**config.mk**
```make
export PLATFORM = sky130hd
export DESIGN_NAME = echo_receiver
export DESIGN_NICKNAME = d
export VERILOG_FILES = /design/src/rtl/echo_rx_pkg.sv /design/src/rtl/echo_sync_debounce.sv /design/src/rtl/echo_receiver.sv
export SDC_FILE = /design/constraint.sdc
export NUM_CORES = 1
export LEC_CHECK = 0
export BUFFER_PORTS_ARGS = -buffer_cell sky130_fd_sc_hd__buf_2
export CAP_MARGIN = 40
export CORE_ASPECT_RATIO = 2
export CORE_MARGIN = 2
export CORE_UTILIZATION = 57
export DETAILED_ROUTE_END_ITERATION = 16
export HOLD_SLACK_MARGIN = 0.05
export PLACE_DENSITY_LB_ADDON = 0.15
export SKIP_LAST_GASP = 1
export SLEW_MARGIN = 40
export SYNTH_ARGS = -nofsm -noshare
export SYNTH_HDL_FRONTEND = slang
export SYNTH_SLANG_ARGS = --single-unit
```
**constraint.sdc**
```tcl
create_clock -name gclk -period 2.9 [get_ports gclk]
set_input_delay 0.29 -clock gclk [delete_from_list [all_inputs] [get_ports gclk]]
set_output_delay 0.29 -clock gclk [all_outputs]
set_load 0.01 [all_outputs]
```
**src/rtl/echo_rx_pkg.sv**
```systemverilog
// rtl/echo_rx_pkg.sv - shared state encoding and default constants for the echo receiver
// Contents: rx_state_e (IDLE/BLANK/LISTEN/DONE) and the default parameter values.
package echo_rx_pkg;

    typedef enum logic [1:0] {
        ST_IDLE   = 2'd0,
        ST_BLANK  = 2'd1,
        ST_LISTEN = 2'd2,
        ST_DONE   = 2'd3
    } rx_state_e;

    localparam int DEF_CNT_W          = 22;
    localparam int DEF_BLANK_CYCLES   = 25000;     // 0.5 ms at 50 MHz
    localparam int DEF_TIMEOUT_CYCLES = 1900000;   // 38 ms at 50 MHz
    localparam int DEF_DEBOUNCE       = 4;

endpackage

```
**src/rtl/echo_sync_debounce.sv**
```systemverilog
// rtl/echo_sync_debounce.sv - 2-flop synchronizer plus armed debounce for the active-low echo input
// Ports: gclk, rstn (async, active-low), out_4 (async echo, active-low),
//        clear (hold debounce idle), arm (listening window open), detect (echo confirmed this cycle).
module echo_sync_debounce
    import echo_rx_pkg::*;
#(
    parameter int DEBOUNCE = DEF_DEBOUNCE
) (
    input  logic gclk,
    input  logic rstn,
    input  logic out_4,
    input  logic clear,
    input  logic arm,
    output logic detect
);

    localparam int DB_W = $clog2(DEBOUNCE + 1);
    localparam logic [DB_W-1:0] DB_LAST = DB_W'(DEBOUNCE - 1);

    logic [1:0]      sync_q;     // sync_q[1] is the only bit safe to use
    logic            armed_q;    // a high (inactive) sample has been seen in this window
    logic [DB_W-1:0] db_cnt_q;   // consecutive low samples counted so far
    logic            echo_low;

    assign echo_low = ~sync_q[1];

    always_ff @(posedge gclk or negedge rstn) begin
        if (!rstn) begin
            sync_q <= '0;
        end else begin
            sync_q <= {sync_q[0], out_4};
        end
    end

    // Lows only count once armed, so a comparator still low from ringdown
    // must first go inactive before any echo can be reported.
    always_ff @(posedge gclk or negedge rstn) begin
        if (!rstn) begin
            armed_q  <= 1'b0;
            db_cnt_q <= '0;
        end else if (clear) begin
            armed_q  <= 1'b0;
            db_cnt_q <= '0;
        end else if (arm) begin
            if (!echo_low) begin
                armed_q  <= 1'b1;
                db_cnt_q <= '0;
            end else if (armed_q && (db_cnt_q != DB_LAST)) begin
                db_cnt_q <= db_cnt_q + 1'b1;
            end
        end
    end

    // The DEBOUNCE-th low sample is the current one, so detect is combinational.
    assign detect = arm & armed_q & echo_low & (db_cnt_q == DB_LAST);

endmodule

```
**src/rtl/echo_receiver.sv**
```systemverilog
// rtl/echo_receiver.sv - ultrasonic echo time-of-flight receiver with blanking, debounce and timeout
// Ports: gclk, rstn (async, active-low), measure_en, burst_finish (time-zero pulse),
//        out_4 (async echo, active-low), tof_count, tof_valid, timeout, busy.
module echo_receiver
    import echo_rx_pkg::*;
#(
    parameter int CNT_W          = DEF_CNT_W,
    parameter int BLANK_CYCLES   = DEF_BLANK_CYCLES,
    parameter int TIMEOUT_CYCLES = DEF_TIMEOUT_CYCLES,
    parameter int DEBOUNCE       = DEF_DEBOUNCE
) (
    input  logic             gclk,
    input  logic             rstn,
    input  logic             measure_en,
    input  logic             burst_finish,
    input  logic             out_4,
    output logic [CNT_W-1:0] tof_count,
    output logic             tof_valid,
    output logic             timeout,
    output logic             busy
);

    // Transitions fire on the last cycle before the counter reaches the limit,
    // so the counter and the state change together on the same edge.
    localparam logic [CNT_W-1:0] BLANK_LAST   = CNT_W'(BLANK_CYCLES - 1);
    localparam logic [CNT_W-1:0] TIMEOUT_LAST = CNT_W'(TIMEOUT_CYCLES - 1);
    // Detection trails the echo edge by 2 sync stages plus DEBOUNCE-1 extra samples.
    localparam logic [CNT_W-1:0] TOF_COMP     = CNT_W'(DEBOUNCE + 1);

    rx_state_e        state_q, state_d;
    logic [CNT_W-1:0] cnt_q;     // index of the current cycle, burst_finish cycle being 0
    logic [CNT_W-1:0] tof_q;
    logic             hit_q;     // DONE was reached by detection rather than timeout
    logic             listening;
    logic             restart;
    logic             finish;
    logic             detect;

    assign listening = (state_q == ST_LISTEN);
    assign restart   = measure_en & burst_finish & (state_q != ST_DONE);
    assign finish    = listening & (state_d == ST_DONE);

    echo_sync_debounce #(
        .DEBOUNCE (DEBOUNCE)
    ) u_sync_debounce (
        .gclk   (gclk),
        .rstn   (rstn),
        .out_4  (out_4),
        .clear  (~listening),
        .arm    (listening),
        .detect (detect)
    );

    // State register
    always_ff @(posedge gclk or negedge rstn) begin
        if (!rstn) begin
            state_q <= ST_IDLE;
        end else begin
            state_q <= state_d;
        end
    end

    // Next-state logic; abort by burst_finish outranks detection and timeout
    always_comb begin
        state_d = state_q;
        unique case (state_q)
            ST_IDLE: begin
                if (restart) state_d = ST_BLANK;
            end
            ST_BLANK: begin
                if (!measure_en)              state_d = ST_IDLE;
                else if (burst_finish)        state_d = ST_BLANK;
                else if (cnt_q == BLANK_LAST) state_d = ST_LISTEN;
            end
            ST_LISTEN: begin
                if (!measure_en)                          state_d = ST_IDLE;
                else if (burst_finish)                    state_d = ST_BLANK;
                else if (detect || cnt_q == TIMEOUT_LAST) state_d = ST_DONE;
            end
            ST_DONE: begin
                state_d = ST_IDLE;
            end
            default: state_d = ST_IDLE;
        endcase
    end

    // Counter and result registers. The counter stops in DONE at TIMEOUT_CYCLES
    // at most, so it never wraps.
    always_ff @(posedge gclk or negedge rstn) begin
        if (!rstn) begin
            cnt_q <= '0;
            tof_q <= '0;
            hit_q <= 1'b0;
        end else begin
            if (restart) begin
                cnt_q <= CNT_W'(1);
            end else if (state_q == ST_BLANK || state_q == ST_LISTEN) begin
                cnt_q <= cnt_q + 1'b1;
            end
            if (finish) begin
                hit_q <= detect;
                if (detect) tof_q <= cnt_q - TOF_COMP;
            end
        end
    end

    // Output logic
    always_comb begin
        busy      = 1'b0;
        tof_valid = 1'b0;
        timeout   = 1'b0;
        unique case (state_q)
            ST_BLANK, ST_LISTEN: busy = 1'b1;
            ST_DONE: begin
                tof_valid = hit_q;
                timeout   = ~hit_q;
            end
            default: ;
        endcase
    end

    assign tof_count = tof_q;

endmodule

```
After elaboration in Yosys (flattened, before gate mapping)
Index checks and enable logic that the tools add are counted.

Logic and storage cells: 54. Flip-flop bits (word level): 53. Input port bits: 5. Output and inout port bits: 25.

$add $sub $neg: 3. Eq/ne operators: 11. Bitwise operators: 8. Reductions and logical operators: 7. Muxes and demuxes: 18.

Operators by type and width (number): $mux W22 (2); $add A22 B1 Y22 const B (1); $eq A22 B15 Y1 const B (1); $eq A22 B21 Y1 const B (1); $sub A22 B3 Y22 const B (1); $mux W2 (7); $mux W3 (3); $pmux W2 S4 (1); $and A1 B1 Y1 (6); $eq A2 B2 Y1 const B (3); $mux W1 (5); $add A3 B1 Y3 const B (1); $eq A3 B2 Y1 const B (1); $ne A3 B1 Y1 const B (1); $ne A3 B2 Y1 const B (1); $eq A2 B1 Y1 const B (1); $logic_not A2 Y1 (1); $logic_or A1 B1 Y1 (2); $ne A2 B1 Y1 const B (1); $ne A2 B2 Y1 const B (1); $not A1 Y1 (2); $reduce_and A2 Y1 (1); $reduce_bool A2 Y1 (1); $reduce_or A2 Y1 (1); $logic_and A1 B1 Y1 (1).

Logic depth before layout (Yosys ltp)
Word-level depth: 12. Gate-level depth with buffers: 9. Gate-level depth less buffers: 8.

By module
Synthesis repeated with hierarchy kept, for this count alone.

Cell total of the unflattened synthesis: 305. Area total of the unflattened synthesis: 3158.0 µm².

By module, submodules not included: echo_receiver (times used 1, seq. area each 1176.1 µm², cells each 279, area each 2865.2 µm²); echo_sync_debounce (times used 1, seq. area each 150.1 µm², cells each 26, area each 292.8 µm²).

Least setup slack after synthesis
No wires, ideal clock.

Path type: reg2reg. From: reg state_q[0]. To: reg tof_q[3] (netlist: tof_count[3]). Required time: 2773 ps. Library setup time: 127 ps. Cell stages (with the launch flop): 9. Setup slack: 735 ps. Clock period less this slack: 2165 ps. Arrival time: 2038 ps. Cells stage by stage: dfrtp_1 -> inv_1 -> ha_1 -> or3b_1 -> a21oi_1 -> nand2b_1 -> a21oi_2 -> buf_6 -> mux2_1.

Word-level cells in the longest chain between the ends: 12. Elaborated cells on any way between the ends: 21. Classes of those cells: 5 x eq/ne; 8 x mux; 5 x bitwise; 3 x reduce/logical.

Ends and longest elaborated chain: from (decl) (RTL line echo_receiver.sv:30) `rx_state_e state_q, state_d;`; from (signal assigned) (RTL line echo_receiver.sv:59) `state_q <= state_d;`; $eq A2 B2 Y1 (RTL line echo_receiver.sv:39, echo_receiver.sv:66); $and A1 B1 Y1 (3 in a row) (RTL line echo_sync_debounce.sv:55) `assign detect = arm & armed_q & echo_low & (db_cnt_q == DB_LAST);`; $logic_or A1 B1 Y1 (RTL line echo_receiver.sv:78) `else if (detect || cnt_q == TIMEOUT_LAST) state_d = ST_DONE;`; $mux W2 (RTL line echo_receiver.sv:78); $mux W2 (RTL line echo_receiver.sv:77) `else if (burst_finish) state_d = ST_BLANK;`; $mux W2 (RTL line echo_receiver.sv:76) `if (!measure_en) state_d = ST_IDLE;`; $pmux W2 S4 (RTL line echo_receiver.sv:66) `unique case (state_q)`; $eq A2 B2 Y1 (RTL line echo_receiver.sv:41) `assign finish = listening & (state_d == ST_DONE);`; $and A1 B1 Y1 (RTL line echo_receiver.sv:41); $reduce_and A2 Y1 (no source line) (*); to (signal assigned) (RTL line echo_receiver.sv:102) `if (detect) tof_q <= cnt_q - TOF_COMP;`; to (decl) (RTL line echo_receiver.sv:32) `logic [CNT_W-1:0] tof_q;`.

Mark *: on every way between the ends. The rest lies on a longest branch, timed or not. A chain may end at the register's enable or synchronous reset.

Final worst setup path
From: reg state_q[0]. To: reg tof_q[19] (netlist: tof_count[19]).

Same word-level chain as after synthesis.

==> PnR_summary.wiki <==
{| class="wikitable"
! Metric !! Value
|-
| Status || finished, final reports clean
|-
| Clock latency on the worst-skew pair || 0.30 ns
|-
| Core footprint || 5050 sq um
|-
| Clock tree root driver cell || clkbuf_8
|-
| Routability cong. || 0.863
|-
| Dominant cell by count in the synthesized netlist || dfrtp_1
|-
| IO Pins || 30
|-
| Clock Sinks || 53
|-
| Cell area power density || 581 nW/um^2
|-
| Fin cells || 381
|-
| Overall routing resource usage || 0.221
|-
| Final instance area || 3160 sq um
|-
| Hold buffer count at CTS || 1
|-
| Worst setup path class || register to register
|-
| Area contributors post-synth || dfrtp_1 45%, xnor2_1 7.7%, nor2_1 6.5%, a21oi_1 3.7%, ha_1 3.4%
|-
| Largest net degree at the start of global routing || 31
|-
| Post-placement cell count || 374
|-
| 1st-pass router iterations || 4
|-
| Layout filler cell count || 433
|-
| NumNets Final || 337
|-
| Via density per instance || 5.64
|-
| Largest driver fanout on the critical path || 21
|-
| First-pass GRT wire length || 9490 um
|-
| Register bit count reported by yosys || 53
|-
| Tightest Hold Check Type || input pin to register
|-
| Final slew viol count || 0
|-
| EDFF count, synth || 0
|-
| Clock transition at the registers of the reported paths || 0.08 ns
|-
| Number of cells produced by synthesis || 302
|-
| Worst-Margin Slew || 0.536 ns
|-
| Total die area || 5790 sq um
|-
| Commonest register cell after synthesis || dfrtp_1
|-
| Most used cell along the critical path || a21oi_1
|-
| Max_slew headroom || 0.643
|-
| H-tree levels || 2
|-
| Synth Net Count || 315
|-
| Number of gates given a new drive strength after cts || 0
|-
| Area occupied by multi-input gates || 1460 sq um
|-
| Cell type contributing the most total cell area after synthesis || dfrtp_1
|-
| Maximum clock insertion buffer count || 2
|-
| Ys Warns || 0
|-
| Ant diodes || 0
|-
| Post-Syn Area || 2950 sq um
|-
| Part of the Yosys area used for sequential elements || 0.450
|-
| Crit path required time || 3.13 ns
|-
| Routed vias || 2147
|-
| Unrepaired setup endpoints after global routing || no
|-
| Shortest clock period the worst path allows after layout || 2.56 ns
|-
| Critical path startpoint category || register
|-
| Layout area overhead || 7.22%
|-
| Number of DRC markers after the initial detailed-route iteration || 53
|-
| Maximum vdd drop || 0.685 mV
|-
| Starting density of the core || 0.584
|-
| Capturing element type of the critical path || register
|-
| Final number of hold-violating endpoints || 0
|-
| Sequential Area || 1330 sq um
|-
| Post-DP HPWL || 4110 um
|-
| Leakage power || 1.43 nW
|-
| CTS tree || built
|-
| Post-synth top area share || 0.450
|-
| Worst clock skew || 0.00356 ns
|-
| Series of cell instances along the critical path || inv_1 -> ha_1 -> or3b_1 -> a21oi_1 -> nand2b_1 -> a21oi_4 -> buf_4 -> nor2_1 -> a21oi_1
|-
| Fraction of registers with async set or reset after synthesis || 1.00
|-
| Share of post-route cells with drive strength above 1 || 0.180
|-
| Placement Rows || 37
|-
| Number of global-route vias before repair || 2109
|-
| Die Height || 106 um
|-
| Final cycle utilization of the critical path || 0.884
|-
| Cell at the slowest stage of the critical path || dfrtp_1
|-
| Final total negative setup slack || 0 ns
|-
| Number of buffers added on ports || 29
|-
| Post-detailed-placement cell area || 3070 sq um
|-
| Number of nets with antenna violations after routing || 0
|-
| Number of post-CTS setup repair buffers || 0
|-
| Highest clock frequency the design can meet || 390 MHz
|-
| DIE WIDTH || 54.8 um
|-
| Average wire length per cell after detail routing || 14.5 um
|-
| Count of maximum capacitance violations || 0
|-
| Number of antenna violations at the first check in global routing || 0
|-
| Top cell types by occurrence after synthesis || 53 x dfrtp_1, 51 x nor2_1, 26 x xnor2_1, 22 x a21oi_1
|-
| Average size of a mapped cell || 9.75 sq um
|-
| Data arrival, critical path || 2.79 ns
|-
| Final wirelength || 5520 um
|-
| Max incr delay on CP || 0.45 ns
|-
| Setup violators final || 0
|-
| Total power consumption of the routed design || 1.84 mW
|-
| Distinct cells, synth || 52
|-
| Overflow left after global routing || 0
|-
| Post-route DRC violation count || 0
|-
| Inserted Clock Buffers || 5
|}
==> layer usage <==
metal | global-route usage | vias up | share of wire
li1 | - | 1065 | -
met1 | 0.280 | 1025 | 0.43
met2 | 0.355 | 52 | 0.52
met3 | 0.0439 | 5 | 0.037
met4 | 0.0821 | 0 | 0.016
met5 | 0 | - | 0
==> worst max-delay path, delay by kind of cell, from the launching register on <==
family,cells,cell delay [ns]
buffers and inverters,2,0.41
and+or+nand+nor,3,0.58
adders and majority gates,1,0.27
AOI/OAI and AO/OA,3,0.77
DFF,1,0.45
==> logic make-up after synthesis <==
family | Yosys count | synth area share
and+or+nand+nor | 129 | 0.248
DFF | 53 | 0.450
AOI/OAI and AO/OA | 40 | 0.0790
xor gates and xnor gates | 37 | 0.110
buffers and inverters | 29 | 0.0569
adders and majority gates | 8 | 0.0340
muxes | 6 | 0.0217
==> flip-flops by register name (all words and copies together), names as in the netlist <==
name	flops
cnt_q	22
hit_q	1
state_q	2
tof_count	22
u_sync_debounce.armed_q	1
u_sync_debounce.db_cnt_q	3
u_sync_debounce.sync_q	2
==> cell usage in the layout (no fill, tap or decap), types with 5 or more instances in the layout <==
cell / n
a21oi_1: 22
buf_2: 29
buf_4: 5
clkbuf_8: 5
dfrtp_1: 53
ha_1: 8
inv_1: 9
nand2_1: 11
nand2b_1: 5
nand3_1: 7
nand4_1: 7
nor2_1: 51
nor3_1: 9
o21ai_0: 5
or3_1: 5
xnor2_1: 26
xor2_1: 11
==> final timing paths <==
path                                                     start                                  end  slack (ns)  cells after the start
setup / recovery                          state_q[0]$_DFF_PN0_            tof_count[19]$_DFFE_PN0P_        0.34                      9
hold / removal                                           out_4  u_sync_debounce.sync_q[0]$_DFF_PN0_        0.09                      1
setup reg to reg                          state_q[0]$_DFF_PN0_            tof_count[19]$_DFFE_PN0P_        0.34                      9
hold reg to reg            u_sync_debounce.sync_q[0]$_DFF_PN0_  u_sync_debounce.sync_q[1]$_DFF_PN0_        0.36                      0
max in group asynchronous                                 rstn            tof_count[15]$_DFFE_PN0P_        1.64                      3
min in group asynchronous                                 rstn             tof_count[1]$_DFFE_PN0P_        0.49                      2
==> cell type report <==
type	instances	share of cell area
Multi-Input combinational cell	220	0.462
Sequential cell	53	0.420
Timing Repair Buffer	35	0.0610
Tap cell	58	0.0230
Clock buffer	5	0.0218
Inverter	9	0.0107
Clock inverter	1	0.00158
==> through the flow <==
step                 util  setup slack [ns]  hold slack [ns]
floorplan               -             0.735         -0.00559
global placement    0.609             0.522            0.297
detailed placement  0.609             0.385            0.308
CTS                 0.626             0.352           0.0750
global route        0.626             0.100           0.0695
finish              0.626             0.338           0.0870
==> where the power goes <==
part | switching [mW] | total (mW) | internal [mW]
Clock | 0.219 | 0.378 | 0.159
Combinational | 0.339 | 0.607 | 0.267
Sequential | 0.0652 | 0.851 | 0.786
Total | 0.624 | 1.84 | 1.21
(Power assumes the default switching activity.)
